[config.mk]
export PLATFORM = sky130hd
export DESIGN_NAME = sindoku_btn_pulser_flat
export DESIGN_NICKNAME = d
export VERILOG_FILES = /design/src/rtl/sindoku_btn_pulser_pkg.sv /design/src/rtl/sindoku_btn_pulser_if.sv /design/src/rtl/sindoku_btn_pulser_debounce.sv /design/src/rtl/sindoku_btn_pulser.sv /design/src/flat_wrapper.sv
export SDC_FILE = /design/constraint.sdc
export NUM_CORES = 1
export LEC_CHECK = 0
export BUFFER_PORTS_ARGS = -buffer_cell sky130_fd_sc_hd__buf_2
export CAP_MARGIN = 20
export CORE_MARGIN = 2
export CORE_UTILIZATION = 55
export DETAILED_ROUTE_END_ITERATION = 10
export HOLD_SLACK_MARGIN = 0.02
export PLACE_DENSITY = 0.68
export SKIP_LAST_GASP = 1
export SYNTH_ARGS = -nofsm -noshare
export SYNTH_HDL_FRONTEND = slang
export SYNTH_HIERARCHICAL = 1
export SYNTH_SLANG_ARGS = --single-unit
[constraint.sdc]
create_clock -name Clk -period 5.9 [get_ports Clk]
set_input_delay 0.885 -clock Clk [delete_from_list [all_inputs] [get_ports Clk]]
set_output_delay 0.885 -clock Clk [all_outputs]
set_load 0.02 [all_outputs]
[src/rtl/sindoku_btn_pulser_pkg.sv]
// Shared definitions for the sindoku push-button pulser: FSM state encoding and
// the default debounce interval.
package sindoku_pkg;

    // 10 ms at 100 MHz.
    localparam int unsigned DbCyclesDefault = 1000000;

    localparam int unsigned StateW = 3;

    localparam logic [StateW-1:0] StIdleEnc      = 3'd0;
    localparam logic [StateW-1:0] StWaitPressEnc = 3'd1;
    localparam logic [StateW-1:0] StPulseEnc     = 3'd2;
    localparam logic [StateW-1:0] StHeldEnc      = 3'd3;
    localparam logic [StateW-1:0] StWaitRelEnc   = 3'd4;

    typedef enum logic [StateW-1:0] {
        StIdle      = StIdleEnc,
        StWaitPress = StWaitPressEnc,
        StPulse     = StPulseEnc,
        StHeld      = StHeldEnc,
        StWaitRel   = StWaitRelEnc
    } btn_state_e;

endpackage

[src/rtl/sindoku_btn_pulser_if.sv]
// Button bundle between the board pads and the pulser: raw levels in, one-cycle
// press pulses and debounced levels out.
interface sindoku_btn_pulser_if;

    logic BtnR, BtnL, BtnU, BtnD, BtnC;
    logic BtnR_Pulse, BtnL_Pulse, BtnU_Pulse, BtnD_Pulse, BtnC_Pulse;
    logic BtnR_Db, BtnL_Db, BtnU_Db, BtnD_Db, BtnC_Db;

    modport master (
        output BtnR, BtnL, BtnU, BtnD, BtnC,
        input  BtnR_Pulse, BtnL_Pulse, BtnU_Pulse, BtnD_Pulse, BtnC_Pulse,
        input  BtnR_Db, BtnL_Db, BtnU_Db, BtnD_Db, BtnC_Db
    );

    modport slave (
        input  BtnR, BtnL, BtnU, BtnD, BtnC,
        output BtnR_Pulse, BtnL_Pulse, BtnU_Pulse, BtnD_Pulse, BtnC_Pulse,
        output BtnR_Db, BtnL_Db, BtnU_Db, BtnD_Db, BtnC_Db
    );

endinterface

[src/rtl/sindoku_btn_pulser_debounce.sv]
// Single-button conditioner: 2-flop synchronizer, press/release debounce FSM and
// stability counter, with registered pulse and level outputs.
module btn_debounce
    import sindoku_pkg::*;
#(
    parameter int unsigned DB_CYCLES = DbCyclesDefault
) (
    input  logic Clk,
    input  logic Reset,
    input  logic btn_in,
    output logic pulse,
    output logic db
);

    localparam int unsigned    CntW   = (DB_CYCLES > 1) ? $clog2(DB_CYCLES) : 1;
    localparam logic [CntW-1:0] CntMax = CntW'(DB_CYCLES - 1);

    logic            sync1_q;
    logic            s_q;
    btn_state_e      state_q;
    logic [CntW-1:0] cnt_q;
    logic            pulse_q;
    logic            db_q;

    // Outputs are set on the same edge as the state they decode, so they track state_q.
    always_ff @(posedge Clk or posedge Reset) begin
        if (Reset) begin
            sync1_q <= 1'b0;
            s_q     <= 1'b0;
            state_q <= StIdle;
            cnt_q   <= '0;
            pulse_q <= 1'b0;
            db_q    <= 1'b0;
        end else begin
            sync1_q <= btn_in;
            s_q     <= sync1_q;
            unique case (state_q)
                StIdle: begin
                    if (s_q) begin
                        state_q <= StWaitPress;
                        cnt_q   <= '0;
                    end
                end
                StWaitPress: begin
                    if (!s_q) begin
                        state_q <= StIdle;
                        cnt_q   <= '0;
                    end else if (cnt_q == CntMax) begin
                        state_q <= StPulse;
                        cnt_q   <= '0;
                        pulse_q <= 1'b1;
                        db_q    <= 1'b1;
                    end else begin
                        cnt_q <= cnt_q + 1'b1;
                    end
                end
                StPulse: begin
                    state_q <= StHeld;
                    cnt_q   <= '0;
                    pulse_q <= 1'b0;
                end
                StHeld: begin
                    if (!s_q) begin
                        state_q <= StWaitRel;
                        cnt_q   <= '0;
                    end
                end
                StWaitRel: begin
                    if (s_q) begin
                        state_q <= StHeld;
                        cnt_q   <= '0;
                    end else if (cnt_q == CntMax) begin
                        state_q <= StIdle;
                        cnt_q   <= '0;
                        db_q    <= 1'b0;
                    end else begin
                        cnt_q <= cnt_q + 1'b1;
                    end
                end
                default: begin
                    state_q <= StIdle;
                    cnt_q   <= '0;
                    pulse_q <= 1'b0;
                    db_q    <= 1'b0;
                end
            endcase
        end
    end

    assign pulse = pulse_q;
    assign db    = db_q;

endmodule

[src/rtl/sindoku_btn_pulser.sv]
// Five independent debounced push-button pulsers feeding the sindoku R/L/U/D/C
// inputs.
module sindoku_btn_pulser
    import sindoku_pkg::*;
#(
    parameter int unsigned DB_CYCLES = DbCyclesDefault
) (
    input logic                 Clk,
    input logic                 Reset,
    sindoku_btn_pulser_if.slave btn_io
);

    btn_debounce #(.DB_CYCLES(DB_CYCLES)) u_btn_r (
        .Clk    (Clk),
        .Reset  (Reset),
        .btn_in (btn_io.BtnR),
        .pulse  (btn_io.BtnR_Pulse),
        .db     (btn_io.BtnR_Db)
    );

    btn_debounce #(.DB_CYCLES(DB_CYCLES)) u_btn_l (
        .Clk    (Clk),
        .Reset  (Reset),
        .btn_in (btn_io.BtnL),
        .pulse  (btn_io.BtnL_Pulse),
        .db     (btn_io.BtnL_Db)
    );

    btn_debounce #(.DB_CYCLES(DB_CYCLES)) u_btn_u (
        .Clk    (Clk),
        .Reset  (Reset),
        .btn_in (btn_io.BtnU),
        .pulse  (btn_io.BtnU_Pulse),
        .db     (btn_io.BtnU_Db)
    );

    btn_debounce #(.DB_CYCLES(DB_CYCLES)) u_btn_d (
        .Clk    (Clk),
        .Reset  (Reset),
        .btn_in (btn_io.BtnD),
        .pulse  (btn_io.BtnD_Pulse),
        .db     (btn_io.BtnD_Db)
    );

    btn_debounce #(.DB_CYCLES(DB_CYCLES)) u_btn_c (
        .Clk    (Clk),
        .Reset  (Reset),
        .btn_in (btn_io.BtnC),
        .pulse  (btn_io.BtnC_Pulse),
        .db     (btn_io.BtnC_Db)
    );

endmodule
[src/flat_wrapper.sv]
// flat-port wrapper written by rule: the top's interface ports become plain ports
module sindoku_btn_pulser_flat import sindoku_pkg::*;
#(
    parameter int unsigned DB_CYCLES = DbCyclesDefault
)
  (Clk, Reset, btn_io_BtnR, btn_io_BtnL, btn_io_BtnU, btn_io_BtnD, btn_io_BtnC, btn_io_BtnR_Pulse, btn_io_BtnL_Pulse, btn_io_BtnU_Pulse, btn_io_BtnD_Pulse, btn_io_BtnC_Pulse, btn_io_BtnR_Db, btn_io_BtnL_Db, btn_io_BtnU_Db, btn_io_BtnD_Db, btn_io_BtnC_Db);
  sindoku_btn_pulser_if btn_io_i ();
  input logic Clk;
  input logic Reset;
  input wire logic [$bits(btn_io_i.BtnR)-1:0] btn_io_BtnR;
  input wire logic [$bits(btn_io_i.BtnL)-1:0] btn_io_BtnL;
  input wire logic [$bits(btn_io_i.BtnU)-1:0] btn_io_BtnU;
  input wire logic [$bits(btn_io_i.BtnD)-1:0] btn_io_BtnD;
  input wire logic [$bits(btn_io_i.BtnC)-1:0] btn_io_BtnC;
  output wire logic [$bits(btn_io_i.BtnR_Pulse)-1:0] btn_io_BtnR_Pulse;
  output wire logic [$bits(btn_io_i.BtnL_Pulse)-1:0] btn_io_BtnL_Pulse;
  output wire logic [$bits(btn_io_i.BtnU_Pulse)-1:0] btn_io_BtnU_Pulse;
  output wire logic [$bits(btn_io_i.BtnD_Pulse)-1:0] btn_io_BtnD_Pulse;
  output wire logic [$bits(btn_io_i.BtnC_Pulse)-1:0] btn_io_BtnC_Pulse;
  output wire logic [$bits(btn_io_i.BtnR_Db)-1:0] btn_io_BtnR_Db;
  output wire logic [$bits(btn_io_i.BtnL_Db)-1:0] btn_io_BtnL_Db;
  output wire logic [$bits(btn_io_i.BtnU_Db)-1:0] btn_io_BtnU_Db;
  output wire logic [$bits(btn_io_i.BtnD_Db)-1:0] btn_io_BtnD_Db;
  output wire logic [$bits(btn_io_i.BtnC_Db)-1:0] btn_io_BtnC_Db;
  assign btn_io_i.BtnR = btn_io_BtnR;
  assign btn_io_i.BtnL = btn_io_BtnL;
  assign btn_io_i.BtnU = btn_io_BtnU;
  assign btn_io_i.BtnD = btn_io_BtnD;
  assign btn_io_i.BtnC = btn_io_BtnC;
  assign btn_io_BtnR_Pulse = btn_io_i.BtnR_Pulse;
  assign btn_io_BtnL_Pulse = btn_io_i.BtnL_Pulse;
  assign btn_io_BtnU_Pulse = btn_io_i.BtnU_Pulse;
  assign btn_io_BtnD_Pulse = btn_io_i.BtnD_Pulse;
  assign btn_io_BtnC_Pulse = btn_io_i.BtnC_Pulse;
  assign btn_io_BtnR_Db = btn_io_i.BtnR_Db;
  assign btn_io_BtnL_Db = btn_io_i.BtnL_Db;
  assign btn_io_BtnU_Db = btn_io_i.BtnU_Db;
  assign btn_io_BtnD_Db = btn_io_i.BtnD_Db;
  assign btn_io_BtnC_Db = btn_io_i.BtnC_Db;
  sindoku_btn_pulser #(.DB_CYCLES(DB_CYCLES)) u_core (.Clk(Clk), .Reset(Reset), .btn_io(btn_io_i));
endmodule
Yosys cells after proc, flatten, opt, wreduce, memory -nomap -nowiden
Index checks and enable logic that the tools add are counted.
Word-level totals
  bits of input ports: 7
  register bits after elaboration: 135
  output and inout bits: 10
Operators by class
  muxes and demuxes: 95
  bitwise gates (word level): 10
  $add $sub $neg: 5
  eq/ne operators: 65
  reductions and logical operators: 35
Operators with widths (number)
  20-bit two-way mux: 25
  20-bit case mux with 4 select lines: 5
  20-bit by 1-bit adder with 20-bit output (second input constant): 5
  20-bit equality test (second input constant): 5
  3-bit two-way mux: 30
  3-bit case mux with 5 select lines: 5
  2-bit != test (second input constant): 30
  3-bit by 2-bit equality test with 1-bit output (second input constant): 10
  3-bit != test (second input constant): 10
  3-bit OR reduction: 10
  5-bit AND reduction: 5
  1-bit two-way mux: 20
  4-bit AND reduction: 5
  3-bit by 1-bit equality test with 1-bit output (second input constant): 5
  3-bit equality test (second input constant): 5
  3-bit zero test: 5
  1-bit case mux with 3 select lines: 5
  3-bit AND reduction: 5
  1-bit inverter: 10
  1-bit case mux with 2 select lines: 5
  2-bit AND reduction: 5

Depth between registers and ports, before layout
Gate-level depths: netlist of the first run.
  word-level depth: 4
  depth in mapped cells: 8

Modules after synthesis
Netlist of the first run, hierarchy kept.
Modules (own cells, without submodules)
  btn_debounce (u_core.u_btn_c ...): times used 4, cells each 158, area an instance 1493.9 um2, sequential area each 675.6 um2
  btn_debounce (u_core.u_btn_u): times used 1, cells each 158, area an instance 1506.4 um2, sequential area each 675.6 um2

Worst setup path after synthesis of the first run
No wires, ideal clock.
  path kind: register to register
  start point: reg u_core.u_btn_u.state_q[1]
  end point: reg u_core.u_btn_u.cnt_q[12]
  data arrival time: 1.823 ns
  setup slack: 3.990 ns
  period minus slack after synthesis: 1.910 ns
  stages on the path, launching flop included: 8
  setup time: 0.087 ns
  cells stage by stage: dfrtp_1 > buf_2 > and4b_1 > buf_2 > or2_1 > buf_2 > or4_1 > a22oi_1
Between the ends
  cells in the longest elaborated chain, start to end: 3
Ends and longest elaborated chain
  start, declared: RTL line sindoku_btn_pulser_debounce.sv:20  | btn_state_e state_q;
  start signal, assigned: RTL line sindoku_btn_pulser_debounce.sv:30  | state_q <= StIdle;
  start signal, assigned: RTL line sindoku_btn_pulser_debounce.sv:40  | state_q <= StWaitPress;
  start signal, assigned: RTL line sindoku_btn_pulser_debounce.sv:46  | state_q <= StIdle;
  3-bit by 2-bit equality test with 1-bit output / 3-bit zero test (equally long branches): RTL line sindoku_btn_pulser_debounce.sv:37  | unique case (state_q)
  2-bit != test (no source line)
  2-bit AND reduction (no source line)
  end signal, assigned: RTL line sindoku_btn_pulser_debounce.sv:54  | cnt_q <= cnt_q + 1'b1;
  end signal, assigned: RTL line sindoku_btn_pulser_debounce.sv:77  | cnt_q <= cnt_q + 1'b1;
  end, declared: RTL line sindoku_btn_pulser_debounce.sv:21  | logic [CntW-1:0] cnt_q;
Several ways; a longest one is shown, not always the timed one.
A chain may end at the register's enable or synchronous reset.

Worst setup path after layout of the first run
  start point: reg u_core.u_btn_u.cnt_q[13]
  end point: reg u_core.u_btn_u.cnt_q[18]
Between the ends
  cells in the longest elaborated chain, start to end: 4
Ends and longest elaborated chain (RTL line)
  20-bit by 1-bit adder with 20-bit output / 20-bit equality test (equally long branches)
  20-bit two-way mux *: sindoku_btn_pulser_debounce.sv:48, sindoku_btn_pulser_debounce.sv:72
  20-bit two-way mux (on tied branches): sindoku_btn_pulser_debounce.sv:69, sindoku_btn_pulser_debounce.sv:45
  20-bit case mux with 4 select lines *: sindoku_btn_pulser_debounce.sv:37
Mark *: on every way between the ends. The rest lies on a longest branch, timed or not.

==> results of run 1 <==
[worst min-delay path by stage]
stage / from / end / cells after the start
floorplan: u_core/u_btn_c/sync1_q$_DFF_PP0_ / u_core/u_btn_c/s_q$_DFF_PP0_ / 0
global placement: u_core/u_btn_r/sync1_q$_DFF_PP0_ / u_core/u_btn_r/s_q$_DFF_PP0_ / 0
detailed placement: u_core/u_btn_u/sync1_q$_DFF_PP0_ / u_core/u_btn_u/s_q$_DFF_PP0_ / 0
CTS: u_core/u_btn_r/sync1_q$_DFF_PP0_ / u_core/u_btn_r/s_q$_DFF_PP0_ / 0
global route: u_core/u_btn_u/sync1_q$_DFF_PP0_ / u_core/u_btn_u/s_q$_DFF_PP0_ / 0
finish: u_core/u_btn_r/sync1_q$_DFF_PP0_ / u_core/u_btn_r/s_q$_DFF_PP0_ / 0
[power breakdown]
part | total [mW] | switching [mW] | internal (mW)
clock | 1.10 | 0.379 | 0.718
sequential | 0.963 | 0.0221 | 0.941
combinational | 0.110 | 0.0721 | 0.0376
total | 2.17 | 0.474 | 1.70
[flip-flops by register name (all words and copies together) (netlist names), 20 cells and up]
| name | count |
|---|---|
| u_core/u_btn_c/cnt_q | 20 |
| u_core/u_btn_d/cnt_q | 20 |
| u_core/u_btn_l/cnt_q | 20 |
| u_core/u_btn_r/cnt_q | 20 |
| u_core/u_btn_u/cnt_q | 20 |
[placed cells by master, fill, tap and decap left out, drive strengths merged, types with 3 or more instances in the layout]
cell type / Yosys / layout
a22oi: 14 / 14
nor3b: 4 / 4
nand2: 40 / 40
mux2i: 8 / 8
buf: 30 / 22
a32o: 5 / 5
or4: 39 / 39
a31o: 13 / 13
nor3: 10 / 10
o21a: 4 / 4
and4: 20 / 20
nor4: 20 / 20
a21oi: 67 / 67
o21ai: 59 / 59
and4b: 5 / 5
and2: 5 / 5
o41ai: 4 / 4
ha: 5 / 5
a21o: 4 / 4
dfrtp: 135 / 135
bufinv: 0 / 3
xnor2: 8 / 8
or3: 55 / 55
nand4: 37 / 37
xor2: 12 / 12
nor2: 36 / 36
o31ai: 43 / 43
nor4bb: 5 / 5
and3: 5 / 5
clkbuf: 7 / 24
nand3: 45 / 45
inv: 29 / 29
clkinv: 0 / 4
nand4b: 5 / 5
[final cells by class]
type | instances | area [µm²] | area share [%]
sequential | 135 | 3380 | 40.5
timing repair buffer | 22 | 229 | 2.74
tap | 176 | 220 | 2.64
inverter | 29 | 109 | 1.30
clock buffer | 24 | 502 | 6.01
clock inverter | 8 | 118 | 1.41
multi-input combinational | 589 | 3790 | 45.4
[critical path: cells and delay by family, from the launching register on]
kind,cells,cell delay (ps)
compound gates,2,940
simple gates,2,730
flops,1,420
[kinds of logic (layout without fill, tap and decap cells)]
family / count (synthesis) / after routing / synth area share, %
adders and majority gates: 5 / 5 / 0.836
xor gates and xnor gates: 20 / 20 / 2.34
and+or+nand+nor: 337 / 337 / 27.4
buffers and inverters: 66 / 83 / 4.21
DFF: 135 / 135 / 45.2
AOI/OAI and AO/OA: 219 / 219 / 19.0
muxes: 8 / 8 / 1.07
[metrics by stage]
stage                     hold slack [ps]  power [mW]  instance area (µm²)  setup WS [ps]  std cells
after floorplan                       331        1.06                 7480           3990        790
after global placement                338        1.07                 7580           3730        945
after detailed placement              342        1.08                 7580           3700        945
after CTS                             352        2.19                 8200           3690        977
after global routing                  369        2.26                 8340           3470        983
final                                 352        2.17                 8340           3640        983
[metal layers]
metal  wire length, µm  vias up  share of wire [%]
met4               189        0                1.2
met3               471       19                2.9
met1              7400     3103                 46
li1                  -     3085                  -
met2              7960      117                 50
met5                 0        -                  0
==> load_flow_metrics.sql, run 1 <==
INSERT INTO impl_metrics (metric_group, metric, value, unit) VALUES
('worst_setup_path', 'worst_r2r_path_depth', '4', ''),
('worst_setup_path', 'worstSetupStartpoint', 'u_core/u_btn_u/cnt_q[13]$_DFFE_PP0P_', ''),
('yosys', 'synth_ff_type', 'dfrtp_1', ''),
('die', 'die_width', '121', 'µm'),
('placed_design', 'place.gp.congestion', '0.835', ''),
('clock_tree', 'htree_num_levels', '4', ''),
('die', 'design.portCount', '17', ''),
('placed_design', 'port_buffers', '16', ''),
('clock_tree', 'clock_latency', '420', 'ps'),
('worst_setup_path', 'critical_path.reg2reg.endpoint', 'u_core/u_btn_u/cnt_q[18]$_DFFE_PP0P_', ''),
('yosys', 'syn_area', '7480', 'µm²'),
('yosys', 'post-synth-top-count-cell', 'dfrtp_1', ''),
('yosys', 'yosysWarnings', '6', ''),
('worst_setup_path', 'worst-setup-path-type', 'flop to flop', ''),
('job', 'max_cap_viol_count', '0', ''),
('timing', 'timing_worst_slew_pin_value', '816', 'ps'),
('yosys', 'most_area_consuming_cells_after_synthesis', 'dfrtp_1 (45%), a21oi_1 (4.5%), or3_1 (4.3%), o31ai_1 (3.9%), or4_1 (3.9%)', ''),
('layout', 'net_count_final', '806', ''),
('timing', 'setup_tns', '0', 'ps'),
('power_and_ir_drop', 'leakage', '3.21', 'nW'),
('worst_setup_path', 'critical_path_peak_fanout', '18', ''),
('detailed_routing', 'detail_route.wl_per_cell', '16.3', 'µm'),
('global_routing', 'gr-total-overflow', '0', ''),
('min_path', 'min-delay-path-class', 'flop to flop', ''),
('worst_setup_path', 'critPathLaunchType', 'flop', ''),
('detailed_routing', 'wl', '16000', 'µm'),
('yosys', 'synth.largest_area_cell', 'dfrtp_1', ''),
('yosys', 'synth_enable_flop_cells', '0', ''),
('detailed_routing', 'first_pass_iters', '5', ''),
('global_routing', 'globalRoute.busiestLayer', 'met2', ''),
('die', 'floorplan.die_area', '14600', 'µm²'),
('yosys', 'synth_sequential_area_ratio', '45.2', '%'),
('clock_tree', 'post_cts_resize_count', '0', ''),
('die', 'start_util', '56.5', '%'),
('clock_tree', 'clockRootBuffer', 'clkbuf_16', ''),
('clock_tree', 'cts_tree', 'built', ''),
('die', 'dieHeight', '121', 'µm'),
('yosys', 'yosys-top-cells-count', 'dfrtp_1 (135), a21oi_1 (67), o21ai_0 (55), or3_1 (51), nand3_1 (45)', ''),
('timing', 'timing.fmax', '0.443', 'GHz'),
('clock_tree', 'clock_path_buffers', '2', ''),
('clock_tree', 'post-cts-setup-buffer-count', '0', ''),
('detailed_routing', 'detailroute.via_count', '6324', ''),
('placed_design', 'hpwl', '10300', 'µm'),
('timing', 'fin_worst_skew', '7.43', 'ps'),
('worst_setup_path', 'critical_path.slowest_cell', 'o21ai_2', ''),
('clock_tree', 'holdBufCountCts', '0', ''),
('timing', 'min_period_over_period', '38.3', '%'),
('detailed_routing', 'avgViaCountPerCell', '6.43', ''),
('yosys', 'synthArstFlopShare', '100', '%'),
('detailed_routing', 'detail_route.drc_violations', '0', ''),
('detailed_routing', 'drt.antenna.violating_nets', '0', ''),
('layout', 'drive_gt1_share', '9.91', '%'),
('yosys', 'syn-num-nets', '802', ''),
('layout', 'insertedDiodeCount', '0', ''),
('die', 'std_cell_rows', '42', ''),
('timing', 'layout_min_cycle_time', '2260', 'ps'),
('power_and_ir_drop', 'powerDensity', '260', 'nW/µm²'),
('yosys', 'synth.lib_cells_used.distinct', '50', ''),
('timing', 'finalHoldViolations', '0', ''),
('yosys', 'synth_cells', '790', ''),
('global_routing', 'global_route_wire_length_before_repair', '27400', 'µm'),
('outcome', 'outcome', 'finished, final reports clean', ''),
('global_routing', 'grt_use_met2', '37.5', '%'),
('worst_setup_path', 'worst_path_arrival_time', '2520', 'ps'),
('layout', 'area_delta_synth_final', '11.5', '%'),
('worst_setup_path', 'setup.reg_to_reg.worst_slack', '3640', 'ps'),
('worst_setup_path', 'worstSetupEndpoint', 'u_core/u_btn_u/cnt_q[18]$_DFFE_PP0P_', ''),
('worst_setup_path', 'crit_chain', 'nor4bb_1 > nand4_1 > o21ai_2 > a22oi_1', ''),
('global_routing', 'grt_use_total', '23.0', '%'),
('global_routing', 'gr-usage-met1', '30.4', '%'),
('clock_tree', 'numClockSinks', '135', '');
Note: power is estimated with default switching activity, not from simulation.
==> inputs of run 2 (changes only) <==
==> constraint.sdc (replaced) <==
create_clock -name Clk -period 2.2 [get_ports Clk]
set_input_delay 0.33 -clock Clk [delete_from_list [all_inputs] [get_ports Clk]]
set_output_delay 0.33 -clock Clk [all_outputs]
set_load 0.02 [all_outputs]
==> run 2 against run 1 <==
Net effect:
- maximum frequency grew 8.2%
- sequential share of layout area shrank 0.22 points
- global-route usage grew 1.7 points
- via count grew 3.1%
- first-iteration DRC count grew 17%
- clock power grew to 2.6 times the previous value
- sequential cell count is the same
- power grew to 2.7 times the previous value
- clock-buffer cell count grew 2
- sequential power grew to 2.7 times the previous value
- clock skew grew 2.1 ps
- register-to-register slack lost 3500 ps
- largest cell class unchanged
==> load_flow_metrics.sql, run 2 (same netlist as run 1, synthesis figures left out) <==
INSERT INTO impl_metrics (metric_group, metric, value, unit) VALUES
('outcome', 'outcome', 'finished, final reports clean', ''),
('layout', 'utilization', '63.4', '%'),
('clock_tree', 'clockRootBuffer', 'clkbuf_16', ''),
('layout', 'fill_cell_total_of_the_finished_layout', '1081', ''),
('power_and_ir_drop', 'power.share.sequential', '44.9', '%'),
('layout', 'final_design_area_no_fill', '8390', 'µm²'),
('layout', 'final_cell_count_no_fill', '1002', ''),
('global_routing', 'gr-total-overflow', '0', ''),
('layout', 'seq_area', '3380', 'µm²'),
('die', 'dieHeight', '121', 'µm'),
('power_and_ir_drop', 'leakage', '3.25', 'nW'),
('placed_design', 'hpwl', '11000', 'µm'),
('placed_design', 'port_buffers', '16', ''),
('worst_setup_path', 'worst_path_arrival_time', '2420', 'ps'),
('layout', 'net_count_final', '828', ''),
('die', 'std_cell_rows', '42', ''),
('power_and_ir_drop', 'powerDensity', '686', 'nW/µm²'),
('worst_setup_path', 'critical-path-max-stage-delay', '550', 'ps'),
('detailed_routing', 'drt.antenna.violating_nets', '0', ''),
('clock_tree', 'post-cts-setup-buffer-count', '0', ''),
('die', 'start_util', '56.5', '%'),
('timing', 'fin_worst_skew', '9.56', 'ps'),
('timing', 'setup_viol_count_final', '0', ''),
('layout', 'most-common-layout-cells', 'dfrtp_1 (135), a21oi_1 (67), o21ai_0 (55), or3_1 (51), nand3_1 (45)', ''),
('die', 'floorplan.die_area', '14600', 'µm²'),
('timing', 'unrepaired_setup_endpoints_after_global_routing', 'false', ''),
('placed_design', 'place.gp.congestion', '0.843', ''),
('layout', 'area_delta_synth_final', '12.1', '%'),
('clock_tree', 'cts_tree', 'built', ''),
('detailed_routing', 'avgViaCountPerCell', '6.51', ''),
('layout', 'area_of_combinational_cells_with_multiple_inputs', '3790', 'µm²'),
('detailed_routing', 'detail_route.drc_violations', '0', ''),
('worst_setup_path', 'worst-setup-path-type', 'flop to flop', ''),
('placed_design', 'post_dp_cell_area', '7730', 'µm²'),
('power_and_ir_drop', 'comb_power_share', '5.1', '%'),
('global_routing', 'global_route_wire_length_before_repair', '29200', 'µm'),
('layout', 'layout_commonest_cell', 'dfrtp_1', ''),
('clock_tree', 'cts.clk_slew.worst_paths', '50', 'ps'),
('timing', 'layout_min_cycle_time', '2090', 'ps'),
('clock_tree', 'clock_latency', '420', 'ps'),
('job', 'max_cap_viol_count', '0', ''),
('worst_setup_path', 'critical_path.slowest_cell', 'or4_1', ''),
('clock_tree', 'htree_num_levels', '4', ''),
('detailed_routing', 'detail_route.wl_per_cell', '16.6', 'µm'),
('worst_setup_path', 'worst-endpoint-required', '2530', 'ps'),
('detailed_routing', 'wl', '16600', 'µm'),
('timing', 'setup_tns', '0', 'ps'),
('global_routing', 'grt_start_max_net_pins', '28', ''),
('power_and_ir_drop', 'power.share.clock', '50.0', '%'),
('power_and_ir_drop', 'cellInternalPower', '4.51', 'mW'),
('timing', 'slew_violations', '0', ''),
('worst_setup_path', 'crit_chain', 'and4b_1 > or2_2 > or4_1 > a22oi_1', ''),
('timing', 'min_period_over_period', '94.8', '%'),
('power_and_ir_drop', 'swShare', '21.7', '%'),
('die', 'die_width', '121', 'µm'),
('placed_design', 'place.detailed.instances', '966', ''),
('layout', 'drive_gt1_share', '11.0', '%'),
('detailed_routing', 'detailroute.via_count', '6523', ''),
('min_path', 'min-delay-path-class', 'flop to flop', ''),
('power_and_ir_drop', 'switchingPower', '1.25', 'mW'),
('die', 'design.portCount', '17', ''),
('layout', 'insertedDiodeCount', '0', ''),
('detailed_routing', 'first_pass_iters', '5', ''),
('timing', 'timing.fmax', '0.479', 'GHz'),
('global_routing', 'first_global_vias', '6141', ''),
('power_and_ir_drop', 'maximum_vdd_drop', '0.000511', 'V'),
('worst_setup_path', 'critical_path_peak_fanout', '22', ''),
('detailed_routing', 'detailedRoute.firstIterationViolations', '673', ''),
('die', 'core-area', '13200', 'µm²'),
('worst_setup_path', 'critical_path.endpoint_type', 'flop', ''),
('global_routing', 'grt_use_total', '24.7', '%'),
('worst_setup_path', 'setup.reg_to_reg.worst_slack', '110', 'ps'),
('worst_setup_path', 'critPathLaunchType', 'flop', ''),
('timing', 'finalHoldViolations', '0', ''),
('clock_tree', 'clock_path_buffers', '2', ''),
('clock_tree', 'numCtsBuffers', '17', ''),
('global_routing', 'number_of_antenna_violations_at_the_first_check_in_global_routing', '0', ''),
('timing', 'slew-limit-headroom', '46.5', '%'),
('clock_tree', 'numClockSinks', '135', ''),
('timing', 'timing_worst_slew_pin_value', '803', 'ps');
-- run 2: changes by cell type in the layout (fill, tap and decap cells not counted), sizes merged --
cell,previous run,this run
clkbuf,24,26
clkinvlp,1,0
buf,22,38
dlygate4sd3,0,6
clkinv,4,0
-- run 2: layout make-up --
class | instances | area share (%)
flip-flops and latches | 135 | 40.3
multi-input cells | 589 | 45.2
inverters | 29 | 1.30
well taps | 176 | 2.62
repair buffers | 44 | 3.64
clock inverters | 3 | 1.07
clock buffers | 26 | 5.95
-- run 2: power by group through the flow --
stage	Clock, mW	Sequential [mW]	Combinational (mW)
after global routing	3.06	2.59	0.338
after global placement	0	2.62	0.278
final	2.88	2.58	0.296
after CTS	2.94	2.58	0.298
after floorplan	0	2.59	0.238
after detailed placement	0	2.62	0.288
-- run 2: final timing paths --
check	start	endpoint	cells after the start
min in group asynchronous	Reset	u_core/u_btn_d/cnt_q[9]$_DFFE_PP0P_	4
max reg2reg	u_core/u_btn_u/state_q[1]$_DFFE_PP0P_	u_core/u_btn_u/cnt_q[14]$_DFFE_PP0P_	4
max in group asynchronous	Reset	u_core/u_btn_r/cnt_q[7]$_DFFE_PP0P_	4
max	u_core/u_btn_u/state_q[1]$_DFFE_PP0P_	u_core/u_btn_u/cnt_q[14]$_DFFE_PP0P_	4
min	u_core/u_btn_r/sync1_q$_DFF_PP0_	u_core/u_btn_r/s_q$_DFF_PP0_	0
min reg2reg	u_core/u_btn_r/sync1_q$_DFF_PP0_	u_core/u_btn_r/s_q$_DFF_PP0_	0
-- run 2: critical path, delay by kind of cell (launching register included) --
| kind | cells | cell delay (ps) |
|---|---|---|
| simple gates | 3 | 1320 |
| flops | 1 | 470 |
| compound gates | 1 | 200 |
-- run 2: per-stage QoR --
stage	setup WS, ps	power, mW	hold WS, ps
6_report	114	5.76	351
5_1_grt	18.7	5.99	374
4_1_cts	75.8	5.82	353
3_5_place_dp	72.7	2.91	336
3_3_place_gp	190	2.90	340
2_1_floorplan	290	2.83	331
-- run 2: routing by layer --
layer / wire length [µm] / vias to the layer above / GRT usage, %
met3: 593 / 19 / 5.28
met2: 8200 / 174 / 39.7
met5: 0 / - / 0
li1: - / 3130 / -
met4: 250 / 0 / 9.96
met1: 7580 / 3200 / 32.6
-- run 2: repair_timing --
action,CTS,global route
hold endpoints to repair,9,0
setup endpoints to repair,0,10
hold buffers,6,0
resized for setup,0,1
